File: src/rtl/tmr_scrub_regfile.sv
// Triplicated DEPTH x WIDTH register file: bitwise-majority voted reads plus a
// background scrubber that rewrites any word whose three copies disagree.
module tmr_scrub_regfile #(
    parameter int WIDTH          = 8,
    parameter int ADDR_W         = 4,
    parameter int SCRUB_INTERVAL = 64,
    parameter int CNT_W          = 8
) (
    input  logic              clk,
    input  logic              rst,
    input  logic              wr_en,
    input  logic [ADDR_W-1:0] wr_addr,
    input  logic [WIDTH-1:0]  wr_data,
    input  logic [ADDR_W-1:0] rd_addr,
    output logic [WIDTH-1:0]  rd_data,
    output logic              rd_err,
    input  logic              scrub_en,
    input  logic              err_clear,
    output logic [CNT_W-1:0]  err_count,
    output logic              err_flag
);

    localparam int DEPTH = 2 ** ADDR_W;
    localparam int IW    = $clog2(SCRUB_INTERVAL);

    // The CHECK cycle is the last of each interval, so WAIT lasts SCRUB_INTERVAL-1 cycles.
    localparam logic [IW-1:0]    RELOAD    = IW'(SCRUB_INTERVAL - 1);
    localparam logic [IW-1:0]    LAST_WAIT = IW'(1);
    localparam logic [CNT_W-1:0] CNT_MAX   = {CNT_W{1'b1}};

    typedef enum logic [0:0] {
        WAIT  = 1'b0,
        CHECK = 1'b1
    } scrub_state_t;

    function automatic logic [WIDTH-1:0] vote3(input logic [WIDTH-1:0] a,
                                               input logic [WIDTH-1:0] b,
                                               input logic [WIDTH-1:0] c);
        return (a & b) | (b & c) | (a & c);
    endfunction

    function automatic logic disagree3(input logic [WIDTH-1:0] a,
                                       input logic [WIDTH-1:0] b,
                                       input logic [WIDTH-1:0] c);
        return |((a ^ b) | (b ^ c));
    endfunction

    logic [WIDTH-1:0]  memA [DEPTH];
    logic [WIDTH-1:0]  memB [DEPTH];
    logic [WIDTH-1:0]  memC [DEPTH];

    scrub_state_t      state_r;
    scrub_state_t      state_next_s;
    logic [IW-1:0]     interval_r;
    logic [ADDR_W-1:0] scrub_ptr;

    logic              check_s;
    logic              count_s;
    logic [WIDTH-1:0]  rd_vote_s;
    logic              rd_dis_s;
    logic [WIDTH-1:0]  scrub_vote_s;
    logic              scrub_dis_s;
    logic              wr_hits_scrub_s;
    logic              scrub_fix_s;

    // Scrubber state register
    always_ff @(posedge clk) begin
        if (rst) begin
            state_r <= WAIT;
        end else begin
            state_r <= state_next_s;
        end
    end

    // Scrubber next-state logic
    always_comb begin
        state_next_s = state_r;
        case (state_r)
            WAIT: begin
                if (scrub_en && (interval_r <= LAST_WAIT)) begin
                    state_next_s = CHECK;
                end else begin
                    state_next_s = WAIT;
                end
            end
            CHECK:   state_next_s = WAIT;
            default: state_next_s = WAIT;
        endcase
    end

    // Scrubber control outputs
    always_comb begin
        check_s = 1'b0;
        count_s = 1'b0;
        case (state_r)
            WAIT:    count_s = scrub_en;
            CHECK:   check_s = 1'b1;
            default: check_s = 1'b0;
        endcase
    end

    // Interval counter: holds while the scrubber is disabled
    always_ff @(posedge clk) begin
        if (rst) begin
            interval_r <= RELOAD;
        end else if (check_s) begin
            interval_r <= RELOAD;
        end else if (count_s) begin
            interval_r <= interval_r - IW'(1);
        end else begin
            interval_r <= interval_r;
        end
    end

    // Voting on the read port and on the word under scrub
    always_comb begin
        rd_vote_s       = vote3(memA[rd_addr], memB[rd_addr], memC[rd_addr]);
        rd_dis_s        = disagree3(memA[rd_addr], memB[rd_addr], memC[rd_addr]);
        scrub_vote_s    = vote3(memA[scrub_ptr], memB[scrub_ptr], memC[scrub_ptr]);
        scrub_dis_s     = disagree3(memA[scrub_ptr], memB[scrub_ptr], memC[scrub_ptr]);
        wr_hits_scrub_s = wr_en && (wr_addr == scrub_ptr);
        // A user write to the scrubbed word supersedes the repair and is not counted.
        if (check_s && scrub_dis_s && !wr_hits_scrub_s) begin
            scrub_fix_s = 1'b1;
        end else begin
            scrub_fix_s = 1'b0;
        end
    end

    // Triplicated storage: scrub repair first, user write has the final say
    always_ff @(posedge clk) begin
        if (rst) begin
            for (int i = 0; i < DEPTH; i++) begin
                memA[i] <= {WIDTH{1'b0}};
                memB[i] <= {WIDTH{1'b0}};
                memC[i] <= {WIDTH{1'b0}};
            end
        end else begin
            if (scrub_fix_s) begin
                memA[scrub_ptr] <= scrub_vote_s;
                memB[scrub_ptr] <= scrub_vote_s;
                memC[scrub_ptr] <= scrub_vote_s;
            end
            if (wr_en) begin
                memA[wr_addr] <= wr_data;
                memB[wr_addr] <= wr_data;
                memC[wr_addr] <= wr_data;
            end
        end
    end

    // Scrub pointer advances after every CHECK, wrapping naturally at DEPTH
    always_ff @(posedge clk) begin
        if (rst) begin
            scrub_ptr <= {ADDR_W{1'b0}};
        end else if (check_s) begin
            scrub_ptr <= scrub_ptr + ADDR_W'(1);
        end else begin
            scrub_ptr <= scrub_ptr;
        end
    end

    // Registered read port (pre-write data on a same-address collision)
    always_ff @(posedge clk) begin
        if (rst) begin
            rd_data <= {WIDTH{1'b0}};
            rd_err  <= 1'b0;
        end else begin
            rd_data <= rd_vote_s;
            rd_err  <= rd_dis_s;
        end
    end

    // Correction counter and sticky flag; clear wins over a same-cycle event
    always_ff @(posedge clk) begin
        if (rst) begin
            err_count <= {CNT_W{1'b0}};
            err_flag  <= 1'b0;
        end else if (err_clear) begin
            err_count <= {CNT_W{1'b0}};
            err_flag  <= 1'b0;
        end else begin
            if (scrub_fix_s && (err_count != CNT_MAX)) begin
                err_count <= err_count + CNT_W'(1);
            end
            if (scrub_fix_s || rd_dis_s) begin
                err_flag <= 1'b1;
            end
        end
    end

endmodule

File: config.mk
export PLATFORM = sky130hd
export DESIGN_NAME = tmr_scrub_regfile
export DESIGN_NICKNAME = d
export VERILOG_FILES = /design/src/rtl/tmr_scrub_regfile.sv
export SDC_FILE = /design/constraint.sdc
export NUM_CORES = 1
export LEC_CHECK = 0
export CORE_MARGIN = 2
export CORE_UTILIZATION = 64
export CTS_CLUSTER_SIZE = 24
export DETAILED_ROUTE_END_ITERATION = 16
export MAX_ROUTING_LAYER = met4
export PLACE_DENSITY = 0.88
export SLEW_MARGIN = 20
export SYNTH_ARGS = -nofsm -noshare
export SYNTH_HDL_FRONTEND = slang
export SYNTH_SLANG_ARGS = --single-unit
File: constraint.sdc
create_clock -name clk -period 4.1 [get_ports clk]
set_clock_uncertainty 0.15 [all_clocks]
set_input_delay 1.23 -clock clk [delete_from_list [all_inputs] [get_ports clk]]
set_output_delay 1.23 -clock clk [all_outputs]
set_load 0.02 [all_outputs]
=== Word-level counts from Yosys, hierarchy flattened ===
Memory sizes are Yosys's and may differ from the RTL's. A register that Yosys moved wholly into a read port is not among the register bits.
Index checks and enable logic that the tools add are counted.

* Register bits: 29
* Bits in writable memories: 384
* Input bits: 21
* Output and inout bits: 18
* Word-level logic and storage cells: 87
* Memories kept: 3

{| class="wikitable"
|+ Memory list
! name !! depth !! width !! rd ports !! clocked after Yosys merged registers in !! write ports !! RTL line !! RTL
|-
| memA || 16 || 8 || 2 || 1 || 16 || 48 || <nowiki>logic [WIDTH-1:0] memA [DEPTH];</nowiki>
|-
| memB || 16 || 8 || 2 || 1 || 16 || 49 || <nowiki>logic [WIDTH-1:0] memB [DEPTH];</nowiki>
|-
| memC || 16 || 8 || 2 || 1 || 16 || 50 || <nowiki>logic [WIDTH-1:0] memC [DEPTH];</nowiki>
|}

* Add/sub/neg operators: 3
* Order comparisons: 1
* Equal/unequal tests: 2
* Mux-type cells: 37
* Bitwise logic cells: 17
* Reduce and logical (&&, ||, !) cells: 17

{| class="wikitable"
|+ Operators with widths
! cell !! number
|-
| 8-bit OR reduction || 8
|-
| 8-bit bitwise AND || 6
|-
| 4-bit 2-to-1 mux || 12
|-
| 8-bit 2-to-1 mux || 6
|-
| 8-bit bitwise OR || 6
|-
| 8-bit XOR || 4
|-
| 1-bit 2-to-1 mux || 18
|-
| 8-bit by 1-bit adder with 8-bit output, second input constant || 1
|-
| 8-bit != test, second input constant || 1
|-
| 6-bit by 1-bit less-or-equal comparator with 1-bit output, second input constant || 1
|-
| 6-bit by 1-bit subtractor with 6-bit output, second input constant || 1
|-
| 1-bit logical AND || 5
|-
| 4-bit by 1-bit adder with 4-bit output, second input constant || 1
|-
| 4-bit equality test || 1
|-
| 2-bit OR reduction || 2
|-
| 1-bit case mux with 2 select lines || 1
|-
| 1-bit zero test || 1
|-
| 1-bit logical OR || 1
|-
| 1-bit inverter || 1
|}

=== Logic depth before layout (Yosys ltp) ===
* Depth in word-level cells: 11
* Gate-level depth with buffers: 7
* Depth with buffers taken out: 4

=== Least setup slack after synthesis ===
No wires, ideal clock.

* Path kind: input -> register
* Start point: in wr_addr[2]
* End point: mem memB[0][0], enable pin
* Library setup time: 309 ps
* Arrival: 2,282 ps
* Data required time: 3,641 ps
* Path slack: 1,359 ps
* Stages: 3
* Cell sequence: or4b_4 > nor3_2 > or2_2

{| class="wikitable"
|+ RTL lines
! what !! RTL line !! RTL
|-
| start, declared || 12 || <nowiki>input logic [ADDR_W-1:0] wr_addr,</nowiki>
|-
| end, declared || 49 ||
|}

==> results_dict.tcl <==
set metrics [dict create \
    status "completed" \
    rsz0062_at_grt "false" \
    core_area_sq_mm 0.00964 \
    switching_power_uw 748 \
    leakage_nw 2.80 \
    dieArea_sq_mm 0.0106 \
    grt_usage_pct 29.1 \
    power_mw 3.46 \
    area_growth_pct 17.0 \
    firstDrtPassIters 5 \
    grt_pass1_vias 3859 \
    finalSetupTns_ns 0 \
    start_kind "input pin" \
    fin_crit_sh_pct 72.8 \
    first_iter_violations 465 \
    p_sw_share_pct 21.6 \
    ir_drop_mv 0.374 \
    combPwrFrac_pct 7.7 \
    setup_viol 0 \
    fin_crit_ns 2.99 \
    synthCells 456 \
    max-slew-margin-rel_pct 52.3 \
    root_buffer "clkbuf_8" \
    die_x_um 103 \
    cts_hold_buffers 0 \
    power_density_mw_per_mm2 472 \
    path_clk_slew_ns 0.06 \
    mostFrequentLayoutCell "and2_1" \
    fmax_ghz 0.335 \
    routed.top_layer "met4" \
    arrival_ns 3.05 \
    crit_chain "clkdlybuf4s50_1 -> or4b_4 -> nor2_2 -> or2_2" \
    cts_sinks 136 \
    ys_types 30 \
    grt_pass1_wl_mm 20.8 \
    yosys_register_bits 136 \
    fill_cells 565 \
    holdCritPathClass "flip-flop to flip-flop" \
    rows 36 \
    cts_setup_buffers 0 \
    drt-total-wl_mm 13.8 \
    tightest_slew_ns 0.716 \
    regArea_sq_mm 0.00400 \
    drive_gt1_share_pct 15.9 \
    antennaDiodeCount 0 \
    antenna_found_initial 0 \
    wl_per_cell_um 21.5 \
    power.internal_mw 2.71 \
    critPathKind "input pin to flip-flop" \
    netlist_area_sq_mm 0.00627 \
    route.met3.wl_mm 1.32 \
    hold_viol 0 \
    numCtsBuffers 17 \
    cpPeakStageDelay_ns 0.60 \
    ant_nets 0 \
    drc 0 \
    maxSlewViolCount 0 \
    routedLengthMet1_mm 5.11 \
    grt_max_degree 41 \
    cts_tree "built" \
    initial_core_util_pct 65.0 \
    synth.avg_cell_area_sq_um 13.7 \
    worstPathMaxFanout 9 \
    worstPathRequired_ns 4.16 \
    ioPinCount 39 \
    multi_input_area_sq_mm 0.00210 \
    grt-ovfl-total 0 \
    clkPwrFrac_pct 45.3 \
    dr_wl_met2_mm 6.99 \
    slowest_stage "or4b_4" \
    gp_congestion 0.849 \
    clockBufferDepth 2 \
    max_cap_violations 0 \
    yosysSeqAreaShare_pct 63.9 \
    layout.nets 518 \
    worst_setup_path_end_kind "flip-flop" \
    cts_htree_levels 4 \
    port_buffers 26 \
    insertion_delay_ns 0.53 \
    cts-resized-gates 0 \
    yosysWarnings 0 \
    route.vias.total 3867 \
    layout_common_cells "and2_1, edfxtp_1, mux2i_1" \
    via_per_inst 6.01 \
    pwr-share-seq_pct 47.0 \
    place.detailed.hpwl_mm 8.64 \
    fp.dieH_um 103 \
]
## path summary, 6_finish.rpt
path	slack (ns)	cells past startpoint	start	end
worst max register to register	2.54	3	memB[0][2]	rd_data[2]
worst min register to register	0.58	4	memB[4][1]	rd_data[1]
worst max-delay path	1.11	4	rst	memB[2][7]
worst min-delay path	0.58	4	memB[4][1]	rd_data[1]
## layer usage
| layer | global-route usage, % | up-vias |
|---|---|---|
| li1 | - | 1712 |
| met1 | 35.9 | 1865 |
| met2 | 46.4 | 246 |
| met3 | 6.64 | 44 |
| met4 | 13.2 | 0 |
| met5 | - | - |
## power by group through the flow
stage | Sequential (mW) | Clock, mW | Combinational (mW)
floorplan | 1.65 | 0 | 0.158
global placement | 1.64 | 0 | 0.249
detailed placement | 1.65 | 0 | 0.258
CTS | 1.62 | 1.57 | 0.262
global route | 1.63 | 1.63 | 0.282
finish | 1.62 | 1.57 | 0.267
## flip-flops by register name (all words and copies together), names as in the netlist
signal,flops
memB,128
rd_data,8
## area by class of cell
| cell class | count | share of cell area [%] |
|---|---|---|
| clock buffer | 26 | 8.26 |
| clock inverter | 6 | 0.546 |
| multi-input combinational | 295 | 28.7 |
| sequential | 136 | 54.6 |
| tap | 133 | 2.27 |
| timing repair buffer | 47 | 5.67 |
## synth_stat cells, drive strengths merged
master | number | area, sq um
nor2b | 4 | 25.0
mux4 | 5 | 113
nand2b | 4 | 25.0
nor3 | 4 | 25.0
nor2 | 13 | 56.3
nand3 | 1 | 5.00
or2 | 17 | 106
o22ai | 5 | 31.3
nand2 | 13 | 48.8
mux2i | 54 | 541
conb | 1 | 3.75
o31ai | 2 | 15.0
and2 | 129 | 807
buf | 20 | 145
o21ai | 3 | 15.0
a22o | 2 | 17.5
a21oi | 1 | 5.00
nand4bb | 2 | 22.5
edfxtp | 128 | 3840
a22oi | 22 | 165
a221oi | 2 | 17.5
clkbuf | 14 | 52.6
or4b | 1 | 13.8
nand4b | 1 | 8.76
dfxtp | 8 | 160
## through the flow
stage / area [sq um] / setup WS (ns) / cells / util, % / hold WS, ns
finish: 7330 / 1.11 / 643 / 76.1 / 0.578
CTS: 7330 / 1.17 / 643 / 76.1 / 0.580
global placement: 6690 / 0.676 / 611 / 69.4 / 0.563
floorplan: 6300 / 1.36 / 465 / - / 0.404
detailed placement: 6690 / 0.638 / 611 / 69.4 / 0.569
global route: 7330 / 1.07 / 643 / 76.1 / 0.606
## logic make-up (layout without fill, tap and decap cells)
group	Yosys count	count (layout)	synth area share, %
other cells	1	10	0.0598
flops	136	136	63.9
simple gates	189	189	18.2
compound gates	37	37	4.25
mux	59	59	10.4
buf+inv	34	79	3.15
## critical path, delay by kind of cell
kind	cells	cell delay, ns
buffers and inverters	1	0.55
AND/OR/NAND/NOR	3	1.26
Note: power is estimated with default switching activity, not from simulation.
